<file path="config.mk">
export PLATFORM = sky130hd
export DESIGN_NAME = alu_op_sequencer
export DESIGN_NICKNAME = d
export VERILOG_FILES = /design/src/rtl/alu_pkg.sv /design/src/rtl/alu_lat_counter.sv /design/src/rtl/alu_op_sequencer.sv
export SDC_FILE = /design/constraint.sdc
export NUM_CORES = 1
export LEC_CHECK = 0
export ABC_AREA = 1
export CAP_MARGIN = 20
export CORE_UTILIZATION = 41
export CTS_CLUSTER_DIAMETER = 30
export DETAILED_ROUTE_END_ITERATION = 10
export PLACE_DENSITY = 0.77
export SYNTH_ARGS = -nofsm -noshare
export SYNTH_HDL_FRONTEND = slang
export SYNTH_SLANG_ARGS = --single-unit
export TNS_END_PERCENT = 10
</file>
<file path="constraint.sdc">
create_clock -name clk -period 1.96 [get_ports clk]
set_input_delay 0.392 -clock clk [delete_from_list [all_inputs] [get_ports clk]]
set_output_delay 0.392 -clock clk [all_outputs]
set_load 0.03 [all_outputs]
</file>
<file path="src/rtl/alu_pkg.sv">
// Shared definitions for the ALU issue/capture stage: opcodes, widths and FSM states.
package alu_pkg;

  localparam int DATA_W = 32;
  localparam int RES_W  = 64;
  localparam int SEL_W  = 4;

  localparam logic [SEL_W-1:0] OP_ADD   = 4'b0000;
  localparam logic [SEL_W-1:0] OP_SUB   = 4'b0001;
  localparam logic [SEL_W-1:0] OP_MUL   = 4'b0111;
  localparam logic [SEL_W-1:0] OP_PASSA = 4'b1111;

  typedef enum logic [1:0] {
    S_IDLE = 2'd0,
    S_EXEC = 2'd1,
    S_DONE = 2'd2
  } state_t;

  function automatic int max_cyc(input int a, input int b);
    return (a > b) ? a : b;
  endfunction

endpackage

</file>
<file path="src/rtl/alu_lat_counter.sv">
// Loadable down-counter that times the ALU settle window; done is high while the count is 0.
module alu_lat_counter #(
  parameter int MAX_CYC = 3,
  parameter int W       = (MAX_CYC > 1) ? $clog2(MAX_CYC) : 1
) (
  input  logic         clk,
  input  logic         rst_n,
  input  logic         load,
  input  logic [W-1:0] load_val,
  output logic         done
);

  logic [W-1:0] count;

  always_ff @(posedge clk or negedge rst_n) begin
    if (!rst_n) begin
      count <= '0;
    end else if (load) begin
      count <= load_val;
    end else if (count != '0) begin
      count <= count - 1'b1;
    end
  end

  assign done = (count == '0);

endmodule

</file>
<file path="src/rtl/alu_op_sequencer.sv">
// Issue/capture stage for the external 32-bit ALU: registers a command, holds it on the
// ALU pins for the opcode's settle window, captures the result and hands it downstream.
module alu_op_sequencer
  import alu_pkg::*;
#(
  parameter int SETTLE_CYC = 1,
  parameter int MUL_CYC    = 3,
  parameter int CNT_W      = 16
) (
  input  logic             clk,
  input  logic             rst_n,
  input  logic             in_valid,
  output logic             in_ready,
  input  logic [31:0]      in_a,
  input  logic [31:0]      in_b,
  input  logic [3:0]       in_sel,
  output logic [31:0]      alu_a,
  output logic [31:0]      alu_b,
  output logic [3:0]       alu_sel,
  input  logic [63:0]      alu_out,
  input  logic             alu_carry,
  output logic             out_valid,
  input  logic             out_ready,
  output logic [63:0]      out_result,
  output logic             out_carry,
  output logic [3:0]       out_sel,
  output logic             busy,
  output logic [CNT_W-1:0] op_count
);

  localparam int MAX_CYC = max_cyc(SETTLE_CYC, MUL_CYC);
  localparam int CW      = (MAX_CYC > 1) ? $clog2(MAX_CYC) : 1;

  generate
    if (SETTLE_CYC < 1 || MUL_CYC < 1) begin : g_bad_param
      $error("alu_op_sequencer: SETTLE_CYC and MUL_CYC must both be >= 1");
    end
  endgenerate

  state_t        state;
  logic          accept;
  logic          lat_done;
  logic [CW-1:0] lat_m1;

  // in_ready is gated by rst_n so every output reads 0 while reset is held.
  assign in_ready = rst_n & ((state == S_IDLE) | ((state == S_DONE) & out_ready));
  assign accept   = in_valid & in_ready;
  assign busy     = (state == S_EXEC) | (state == S_DONE);
  assign lat_m1   = (in_sel == OP_MUL) ? CW'(MUL_CYC - 1) : CW'(SETTLE_CYC - 1);

  alu_lat_counter #(
    .MAX_CYC (MAX_CYC),
    .W       (CW)
  ) u_lat_counter (
    .clk      (clk),
    .rst_n    (rst_n),
    .load     (accept),
    .load_val (lat_m1),
    .done     (lat_done)
  );

  always_ff @(posedge clk or negedge rst_n) begin
    if (!rst_n) begin
      state      <= S_IDLE;
      alu_a      <= '0;
      alu_b      <= '0;
      alu_sel    <= '0;
      out_valid  <= 1'b0;
      out_result <= '0;
      out_carry  <= 1'b0;
      out_sel    <= '0;
      op_count   <= '0;
    end else begin
      if (accept) begin
        alu_a   <= in_a;
        alu_b   <= in_b;
        alu_sel <= in_sel;
      end
      case (state)
        S_IDLE: begin
          if (accept) state <= S_EXEC;
        end
        S_EXEC: begin
          if (lat_done) begin
            out_result <= alu_out;
            out_carry  <= (alu_sel == OP_ADD) ? alu_carry : 1'b0;
            out_sel    <= alu_sel;
            out_valid  <= 1'b1;
            state      <= S_DONE;
          end
        end
        S_DONE: begin
          // Handoff and a back-to-back accept can share this cycle.
          if (out_ready) begin
            out_valid <= 1'b0;
            op_count  <= op_count + 1'b1;
            state     <= accept ? S_EXEC : S_IDLE;
          end
        end
        default: state <= S_IDLE;
      endcase
    end
  end

endmodule

</file>
==> impl_table.tex <==
\begin{tabular}{lr}
\hline
Metric & Value \\
\hline
\multicolumn{2}{l}{\textbf{Layout}} \\
Area growth from synthesis to final layout & 61.7\% \\
Net total in the final layout & between 1,000 and 1,500 \\
Fraction of layout instances using a drive strength above 1 & 0.0558 \\
Number of antenna cells inserted & 0 \\
Register area & 3950 um2 \\
Count of filler cells inserted in the layout & about 1,200 \\
Area of the multi-input gates & just over 2000 um2 \\
Cell Count, Final, Fillers Out & about 1,200 \\
Post-layout instance area & between 10,000 and 15,000 um2 \\
\multicolumn{2}{l}{\textbf{Yosys}} \\
Main area contributors after synthesis & sky130\_fd\_sc\_hd\_\_dfrtp\_1, sky130\_fd\_sc\_hd\_\_nand2\_1, sky130\_fd\_sc\_hd\_\_inv\_1 \\
Share of Yosys cell area claimed by the top area cell type & 0.631 \\
Combined area of all synthesized cells & about 6300 um2 \\
Register bit total from synthesis & around 160 \\
Share of the yosys chip area belonging to registers & 0.631 \\
Post-synth cell types & 25 \\
Number of cells produced by synthesis & slightly above 700 \\
Nets in the synthesized netlist & approximately 860 \\
Total number of yosys warnings & 0 \\
Post-Syn Area per Cell & approximately 8.8 um2 \\
Top cell type by total area after synthesis & sky130\_fd\_sc\_hd\_\_dfrtp\_1 \\
\multicolumn{2}{l}{\textbf{Global route}} \\
All-layer global routing usage & 0.236 \\
Via count of the first global-routing pass & about 5,700 \\
Overflow left after global routing & 0 \\
Largest net degree at the start of global routing & about 160 \\
Number of antenna violations at the first check in global routing & 0 \\
Wire length of the first global-routing pass & a little under 30 mm \\
\multicolumn{2}{l}{\textbf{Worst setup path}} \\
Required time of the critical path & about 1.6 ns \\
Endpoint class of the critical path & output port \\
CP max FO & 2 \\
Startpoint class of the critical path & register \\
Crit path DAT & roughly 1.5 ns \\
Buffers and inverters on the worst path & 1 \\
Setup CP Type & reg2out \\
Biggest cell delay along the critical path & 0.73 ns \\
Cell type of the slowest stage on the worst timing path & sky130\_fd\_sc\_hd\_\_clkdlybuf4s50\_1 \\
Family of cells with the greatest summed delay on the critical path & buffers and inverters \\
Crit path cell chain & clkdlybuf4s50\_1 \\
\multicolumn{2}{l}{\textbf{Floorplan}} \\
Number of cell rows & between 40 and 50 \\
Core Area & between 10,000 and 15,000 um2 \\
Die extent in x & approximately 130 um \\
Io pins & slightly below 300 \\
Die height & about 130 um \\
Full die area & 15,800 um2 \\
Effective utilization at floorplan & 0.426 \\
\multicolumn{2}{l}{\textbf{Run status}} \\
Run status & finished with violations \\
Violated checks & DRC \\
\multicolumn{2}{l}{\textbf{Clocking}} \\
Clock sinks & 158 \\
Clock insertion delay at the later pin of the skew report & 0.41 ns \\
CTS Buffer Depth & 2 \\
Buffer type at the clock tree root & sky130\_fd\_sc\_hd\_\_clkbuf\_16 \\
CTS tree & built \\
CTS clk-pin slew, worst paths & roughly 0.060 ns \\
Inserted Clock Buffers & 17 \\
Count of H-tree levels built during CTS & 4 \\
\multicolumn{2}{l}{\textbf{Pwr}} \\
Share of power burned in the clock network & 0.190 \\
Sequential power share & 0.314 \\
Internal power summed over all cells & between 10 and 15 mW \\
Switching power & between 7 and 8 mW \\
Worst VDD drop & about 930 uV \\
Leakage power of the design & between 5 and 6 nW \\
Power density of the placed cells & 1760 nW/um2 \\
Switching share of total power & 0.413 \\
Share of total power in combinational logic & 0.496 \\
Total power & between 15 and 20 mW \\
\multicolumn{2}{l}{\textbf{Place}} \\
Placement Setup Slack & approximately 0.09 ns \\
Cell count after placement & between 1,000 and 1,500 \\
Cell area after placement & 9450 um2 \\
Post-detailed-placement half-perimeter wirelength & $\sim$13 mm \\
Port Buf Inserts & 292 \\
Global placement routability congestion & $\sim$0.8 \\
\multicolumn{2}{l}{\textbf{STA}} \\
Setup repair after global routing missed its margin & true \\
PnR worst setup slack & roughly 0.059 ns \\
Final setup skew & about 0.0056 ns \\
Post-Route Setup TNS & 0 ns \\
Final-report hold violation count & 0 \\
Share of the clock period used by the worst path after layout & 0.970 \\
Number of max-slew violations in the final report & 0 \\
Total setup violations reported at the end of the flow & 0 \\
Fmax & $\sim$530 MHz \\
Measured slew at the worst slew-check pin & roughly 0.9 ns \\
Final min period & around 1.9 ns \\
Relative slew slack & 0.408 \\
\multicolumn{2}{l}{\textbf{Routing}} \\
DR vias & $\sim$5,500 \\
Number of routed nets with antenna violations & 0 \\
DRC violations left & 23 \\
Per-cell via count in the routed design & 4.60 \\
Average wire length per cell after detail routing & between 10 and 15 um \\
Pre-antenna DRT Iters & 11 \\
Number of violations reported at the end of detailed-routing iteration 0 & 276 \\
Drt total wl & about 18 mm \\
\multicolumn{2}{l}{\textbf{Hold path}} \\
Worst min path class & in2async \\
\multicolumn{2}{l}{\textbf{Job}} \\
Number of violations of the max-capacitance limit & 0 \\
\hline
\end{tabular}
==> placed cells by master (no fill, tap or decap), drive strengths merged, types with 2 or more instances in the layout <==
cell,count
nand2,433
clkdlybuf4s50,277
dfrtp,158
inv,33
clkbuf,21
buf,15
nor2,12
dlymetal6s2s,11
nand3,11
xnor2,9
o21ai,8
ha,6
clkinv,4
nand4,3
xor2,3
clkinvlp,3
bufinv,3
o21bai,2
nor3,2
a21oi,2
==> metrics by stage <==
stage	util	hold WS, ns
floorplan	-	0.0964
global placement	0.643	0.185
detailed placement	0.643	0.187
CTS	0.687	0.336
global route	0.689	0.351
finish	0.689	0.381
==> registers in the layout, indices dropped and copies added, names as in the netlist <==
name,flops
state,2
out_valid,1
out_carry,1
u_lat_counter.count,2
op_count,16
alu_sel,4
out_sel,4
alu_b,32
alu_a,32
out_result,64
==> kinds of logic after synthesis <==
family,count (synthesis),synth area share
AOI/OAI and AO/OA,14,0.0128
adders and majority gates,6,0.0120
buffers and inverters,62,0.0421
and+or+nand+nor,462,0.284
xor gates and xnor gates,12,0.0168
DFF,158,0.631
muxes,1,0.00160
==> worst register-to-register path, stage by stage, from the launching register on <==
cell	delay, ns
sky130_fd_sc_hd__dfrtp_1	0.41
sky130_fd_sc_hd__inv_2	0.10
sky130_fd_sc_hd__ha_4	0.18
sky130_fd_sc_hd__nand2_4	0.09
sky130_fd_sc_hd__nand2_1	0.11
sky130_fd_sc_hd__nand3_4	0.12
sky130_fd_sc_hd__inv_2	0.16
sky130_fd_sc_hd__buf_4	0.22
sky130_fd_sc_hd__o21ai_0	0.09
==> layout make-up <==
type,instances,share of cell area
Tap cell,184,0.0227
Timing Repair Buffer,305,0.309
Clock buffer,21,0.0474
Clock inverter,10,0.0135
Sequential cell,158,0.390
Multi-Input combinational cell,495,0.205
Inverter,33,0.0122
==> routing by layer <==
layer	track usage	part of all wire	vias to the layer above	wire, um
met5	0	0	-	0
met4	0.0660	0.010	0	178
met3	0.0913	0.10	12	1860
met2	0.393	0.49	227	8740
met1	0.286	0.39	2565	7010
li1	-	-	2741	-
==> power groups by stage <==
stage          registers, mW  clock network, mW  logic (mW)
2_1_floorplan           8.38                  0        2.02
3_3_place_gp            5.55                  0        8.74
3_5_place_dp            5.58                  0        8.88
4_1_cts                 5.60               3.48        8.91
5_1_grt                 5.79               3.66        9.46
6_report                5.59               3.39        8.84
==> timing repair <==
item	in CTS	in global routing
endpoints found under the setup margin	3	13
gates resized for setup	8	17
hold buffers	1	0
endpoints found under the hold margin	1	0
setup buffers	0	1
==> cell usage after synthesis <==
cell	number
sky130_fd_sc_hd__nand2_1	432
sky130_fd_sc_hd__dfrtp_1	158
sky130_fd_sc_hd__inv_1	32
sky130_fd_sc_hd__clkbuf_1	17
sky130_fd_sc_hd__nor2_1	11
sky130_fd_sc_hd__nand3_1	10
sky130_fd_sc_hd__xnor2_1	9
sky130_fd_sc_hd__o21ai_0	8
sky130_fd_sc_hd__buf_2	7
sky130_fd_sc_hd__ha_1	6
sky130_fd_sc_hd__buf_6	3
sky130_fd_sc_hd__nand4_1	3
sky130_fd_sc_hd__xor2_1	3
sky130_fd_sc_hd__a21oi_1	2
sky130_fd_sc_hd__buf_1	2
sky130_fd_sc_hd__nor3_1	2
sky130_fd_sc_hd__o21bai_1	2
sky130_fd_sc_hd__a21boi_0	1
sky130_fd_sc_hd__inv_2	1
sky130_fd_sc_hd__mux2i_1	1
sky130_fd_sc_hd__nand2_2	1
sky130_fd_sc_hd__nand3_4	1
sky130_fd_sc_hd__nor2_2	1
sky130_fd_sc_hd__nor3b_1	1
sky130_fd_sc_hd__o31ai_1	1
==> final timing paths <==
check / startpoint / to / slack [ns] / cells after the start
worst max-delay path: out_carry / out_carry / 0.06 / 1
worst min-delay path: rst_n / out_valid / 0.38 / 2
worst max register to register: state[0] / alu_sel[3] / 0.36 / 8
worst min register to register: out_result[14] / out_result[14] / 0.48 / 2
max in group asynchronous: rst_n / op_count[0] / 0.51 / 3
min in group clk: out_result[14] / out_result[14] / 0.48 / 2
Note: power is estimated with default switching activity, not from simulation.
